`config.mk`:
```
export PLATFORM = sky130hd
export DESIGN_NAME = dmem_bridge
export DESIGN_NICKNAME = d
export VERILOG_FILES = /design/src/rtl/dmem_bridge.sv
export SDC_FILE = /design/constraint.sdc
export NUM_CORES = 1
export LEC_CHECK = 0
export ABC_AREA = 1
export BUFFER_PORTS_ARGS = -buffer_cell sky130_fd_sc_hd__buf_2
export CAP_MARGIN = 20
export CORE_UTILIZATION = 54
export DETAILED_ROUTE_END_ITERATION = 7
export GPL_ROUTABILITY_DRIVEN = 0
export GPL_TIMING_DRIVEN = 1
export MAX_ROUTING_LAYER = met4
export PLACE_DENSITY = 0.95
export SYNTH_ARGS = -nofsm -noshare
export SYNTH_HDL_FRONTEND = slang
export SYNTH_SLANG_ARGS = --single-unit
```
`constraint.sdc`:
```
create_clock -name clk_i -period 4.3 [get_ports clk_i]
set_input_delay 0.215 -clock clk_i [delete_from_list [all_inputs] [get_ports clk_i]]
set_output_delay 0.215 -clock clk_i [all_outputs]
set_load 0.05 [all_outputs]
```
`src/rtl/dmem_bridge.sv`:
```
// Data-side bridge from the CPU31 data port to the DMEM word array: range/alignment
// screening, request/ready sequencing and sticky fault status.
//
// state  | meaning
// IDLE   | waiting for cpu_req_i
// ACCESS | one DMEM read or write strobe cycle
// RESP   | cpu_ready_o pulse, load data on cpu_rdata_o
// FAULT  | cpu_ready_o pulse for a rejected access, no DMEM strobe
module dmem_bridge #(
    parameter logic [31:0] BASE_ADDR  = 32'h1001_0000,
    parameter int          DEPTH_LOG2 = 11
) (
    input  logic                  clk_i,
    input  logic                  rst_n_i,
    input  logic                  cpu_req_i,
    input  logic                  cpu_we_i,
    input  logic [31:0]           cpu_addr_i,
    input  logic [31:0]           cpu_wdata_i,
    output logic [31:0]           cpu_rdata_o,
    output logic                  cpu_ready_o,
    output logic                  dm_ena_o,
    output logic                  dm_w_o,
    output logic                  dm_r_o,
    output logic [DEPTH_LOG2-1:0] dm_addr_o,
    output logic [31:0]           dm_wdata_o,
    input  logic [31:0]           dm_rdata_i,
    output logic                  fault_o,
    output logic [31:0]           fault_addr_o,
    output logic [7:0]            fault_cnt_o,
    input  logic                  fault_clr_i
);

    typedef enum logic [1:0] {
        S_IDLE   = 2'd0,
        S_ACCESS = 2'd1,
        S_RESP   = 2'd2,
        S_FAULT  = 2'd3
    } state_t;

    state_t                  state_q, state_d;
    logic [31:0]             addr_q, addr_d;
    logic                    we_q, we_d;
    logic [DEPTH_LOG2-1:0]   dm_addr_q, dm_addr_d;
    logic [31:0]             dm_wdata_q, dm_wdata_d;
    logic [31:0]             rdata_q, rdata_d;
    logic                    fault_q, fault_d;
    logic [31:0]             fault_addr_q, fault_addr_d;
    logic [7:0]              fault_cnt_q, fault_cnt_d;

    logic [31-DEPTH_LOG2-2:0] offset_hi;
    logic [DEPTH_LOG2-1:0]    word_idx;
    logic [1:0]               offset_lo;
    logic [1:0]               addr_lo;
    logic                     in_range;
    logic                     aligned;

    // Addresses below the base wrap to large offsets and fail the range test.
    assign {offset_hi, word_idx, offset_lo} = cpu_addr_i - BASE_ADDR;
    // Recover cpu_addr_i[1:0] from the offset so every difference bit is consumed.
    assign addr_lo  = offset_lo + BASE_ADDR[1:0];
    assign in_range = (offset_hi == '0);
    assign aligned  = (addr_lo == 2'b00);

    always_comb begin
        state_d      = state_q;
        addr_d       = addr_q;
        we_d         = we_q;
        dm_addr_d    = dm_addr_q;
        dm_wdata_d   = dm_wdata_q;
        rdata_d      = '0;
        fault_d      = fault_q;
        fault_addr_d = fault_addr_q;
        fault_cnt_d  = fault_cnt_q;

        case (state_q)
            S_IDLE: begin
                if (cpu_req_i) begin
                    addr_d = cpu_addr_i;
                    we_d   = cpu_we_i;
                    if (in_range && aligned) begin
                        state_d    = S_ACCESS;
                        dm_addr_d  = word_idx;
                        dm_wdata_d = cpu_wdata_i;
                    end else begin
                        state_d = S_FAULT;
                    end
                end
            end
            S_ACCESS: begin
                state_d = S_RESP;
                rdata_d = we_q ? '0 : dm_rdata_i;
            end
            S_RESP:  state_d = S_IDLE;
            S_FAULT: state_d = S_IDLE;
            default: state_d = S_IDLE;
        endcase

        if (fault_clr_i) begin
            fault_d      = 1'b0;
            fault_addr_d = '0;
            fault_cnt_d  = '0;
        end

        // A fault on the same edge as a clear is recorded as the first one after it.
        if (state_q == S_FAULT) begin
            fault_d = 1'b1;
            if (fault_clr_i) begin
                fault_cnt_d  = 8'd1;
                fault_addr_d = addr_q;
            end else begin
                if (fault_cnt_q != 8'hFF) begin
                    fault_cnt_d = fault_cnt_q + 8'd1;
                end
                if (!fault_q) begin
                    fault_addr_d = addr_q;
                end
            end
        end
    end

    always_ff @(posedge clk_i or negedge rst_n_i) begin
        if (!rst_n_i) begin
            state_q      <= S_IDLE;
            addr_q       <= '0;
            we_q         <= 1'b0;
            dm_addr_q    <= '0;
            dm_wdata_q   <= '0;
            rdata_q      <= '0;
            fault_q      <= 1'b0;
            fault_addr_q <= '0;
            fault_cnt_q  <= '0;
        end else begin
            state_q      <= state_d;
            addr_q       <= addr_d;
            we_q         <= we_d;
            dm_addr_q    <= dm_addr_d;
            dm_wdata_q   <= dm_wdata_d;
            rdata_q      <= rdata_d;
            fault_q      <= fault_d;
            fault_addr_q <= fault_addr_d;
            fault_cnt_q  <= fault_cnt_d;
        end
    end

    // Strobes decode straight from the state register so reset removes them at once.
    assign dm_ena_o     = (state_q == S_ACCESS);
    assign dm_w_o       = (state_q == S_ACCESS) && we_q;
    assign dm_r_o       = (state_q == S_ACCESS) && !we_q;
    assign dm_addr_o    = dm_addr_q;
    assign dm_wdata_o   = dm_wdata_q;
    assign cpu_ready_o  = (state_q == S_RESP) || (state_q == S_FAULT);
    assign cpu_rdata_o  = rdata_q;
    assign fault_o      = fault_q;
    assign fault_addr_o = fault_addr_q;
    assign fault_cnt_o  = fault_cnt_q;

endmodule

```
==> results.cfg <==
[grt]
grt_pass1_vias = 5383
track_usage_pct = 29.3
grtUsageMet1_pct = 37.4
busiest_layer = met2
grt_pass1_wl_um = 25800
grt_antenna_before_repair = 1
met3_usage_pct = 5.76
grt.met2_usage_pct = 45.4
grt_max_degree = 61
overflow = 0

[timing]
finalHoldViolations = 0
slew_headroom_pct = 32.4
finalSetupViolCount = 0
setup_ws_ps = 1790
rsz0062_at_grt = no
worst_pin_slew_ps = 1010
finalMaxSlewViolations = 0
fin_crit_sh_pct = 58.4
tns_ps = 0
finClkSkew_ps = 4.06
finalCriticalPeriod_ps = 2510
max_freq_mhz = 398

[floorplanning]
num_rows = 39
io_pins = 221
fp.dieW_um = 110
die_h_um = 110
coreArea_sq_um = 11400
dieArea_sq_um = 12100
start_util_pct = 55.4

[detailed_routing]
wire_per_inst_um = 15.5
route.detailed.drc = 0
finalWirelength_um = 16700
drtIter0Drc = 487
dr.pass1.iters = 5
vias_per_cell = 5.43
vias = 5845
drtAntennaViolNets = 0

[status]
status = finished clean

[logic_synthesis]
synth_seq_cells = 151
postSynthAreaPerCell_sq_um = 8.82
synthCells = 714
syn_nets = 817
ys_seq_area_share_pct = 60.0
synth_top_area_share_pct = 60.0
yosysWarnings = 0
netlist_area_sq_um = 6300
synth_top_area_cell = dfrtp_1
ys_types = 28
synth_area_leaders = dfrtp_1 (60%), nand2_1 (15%), nand3_1 (6.1%)

[power]
power-per-cell-area_nw_per_um2 = 495
pwr-share-clk_pct = 37.9
share_seq_of_total_power_pct = 42.3
peakVddDrop_mv = 0.402
power_uw = 4010
power.leakage_uw = 0.00477
internal-power_uw = 2760
combinationalPowerShare_pct = 19.9
switchingPower_uw = 1250
p_sw_share_pct = 31.2

[critical_path]
crit_fanout = 35
startpoint_type = flop
cp_data_arrival_time_ps = 2300
cp.required_ps = 4090
end_kind = output pin
critPathKind = reg -> out

[place]
dp_cells = 1040
dp_hpwl_um = 11100
preCtsSetupSlack_ps = 1570
io_buffers = 220

[clock_tree]
clock-sinks = 151
cts_tree = yes
cts_resized = 0
htree_levels = 4
cts_root_buf = clkbuf_16
numCtsBuffers = 17
clock_latency_ps = 420
cts_hold_repair.buffers = 4
post_cts.repair.setup_buffers = 0
clock_path_buffers = 2
clk_pin_slew_worst_paths_ps = 60

[finish]
area.growth.synth_to_final_pct = 28.8
fin_util_pct = 71.3
nets = 1024
drive_gt1_share_pct = 29.7
final_common_cell = nand2_1
layout_common_cells = nand2_1 (252), buf_2 (219), dfrtp_1 (151), nand3_1 (77), nor2_1 (58)
fin_cells = 1077

[worst_hold_path]
hold_path_class = in -> reg

[job]
maxCapViolations = 0
==> final timing paths <==
check                                from              to  slack (ps)  cells after the start
min in group asynchronous         rst_n_i  fault_cnt_o[3]         270                      2
max                            state_q[1]          dm_r_o        1790                      4
max in group asynchronous         rst_n_i   dm_wdata_o[5]        2930                      3
min reg2reg                dm_wdata_o[22]  dm_wdata_o[22]         460                      2
min                        cpu_addr_i[14]      addr_q[14]          20                      3
max reg2reg                    state_q[1]    dm_addr_o[8]        1960                      7
==> final cells by class <==
cell class	count	area, sq um
clock buffers	23	488
repair buffers	232	1230
diodes	1	2.50
fillers	842	3260
well taps	143	179
clock inverters	8	120
multi-input cells	484	2180
inverters	35	131
flip-flops and latches	151	3780
==> stage by stage <==
stage	cell area (sq um)	hold slack, ps
floorplan	6300	-80.6
global placement	7430	147
detailed placement	7430	151
CTS	8080	0.996
global route	8110	16.3
finish	8110	19.6
==> per-layer routing <==
metal | share of wire (%) | wire [um] | vias to the layer above
li1 | - | - | 2725
met1 | 41 | 6780 | 2793
met2 | 49 | 8190 | 280
met3 | 7.2 | 1200 | 47
met4 | 3.0 | 495 | 0
met5 | 0 | 0 | -
==> power groups by stage <==
stage	Sequential (uW)	Combinational [uW]	Clock [uW]
after floorplan	1920	322	0
after global placement	1710	766	0
after detailed placement	1710	787	0
after CTS	1690	794	1530
after global routing	1710	873	1600
final	1690	797	1520
==> critical path: stages (launching register included) <==
cell	delay, ps
dfrtp_1	420
nor2_1	160
clkinv_1	710
nor2_1	290
buf_2	310
==> Yosys cell counts <==
cell and number:
o21ai_0 24, xor2_1 1, a41oi_1 1, nor2_2 4, nor3_1 4, clkbuf_1 28, inv_2 8, a31oi_1 2
buf_6 4, nor2_8 1, o211ai_1 1, buf_1 4, nand3_2 1, nand3_4 1, nand4_1 44, dfrtp_1 151
nand3b_1 2, nand2_1 252, o21ai_1 1, nand3_1 77, inv_1 24, nor2_4 3, clkinv_1 3, nand2_2 2
ha_1 2, nor2_1 58, a21oi_1 3, buf_2 8
==> state kept, by name, summed over array words and instances, names as in the netlist, 2 cells and up <==
name          cells
addr_q           32
cpu_rdata_o      32
dm_wdata_o       32
fault_addr_o     32
dm_addr_o        11
fault_cnt_o       8
state_q           2
==> kinds of logic (layout without fill, tap and decap cells) <==
kind of cell	after synthesis	after routing	synth area share (%)
AND/OR/NAND/NOR	449	449	31.4
flip-flops	151	151	60.0
buffers and inverters	79	298	5.35
AO/OA/AOI/OAI	32	32	2.68
adder cells (fa/ha/maj)	2	2	0.397
XOR/XNOR	1	1	0.139
other	0	1	0
Note: power is estimated with default switching activity, not from simulation.
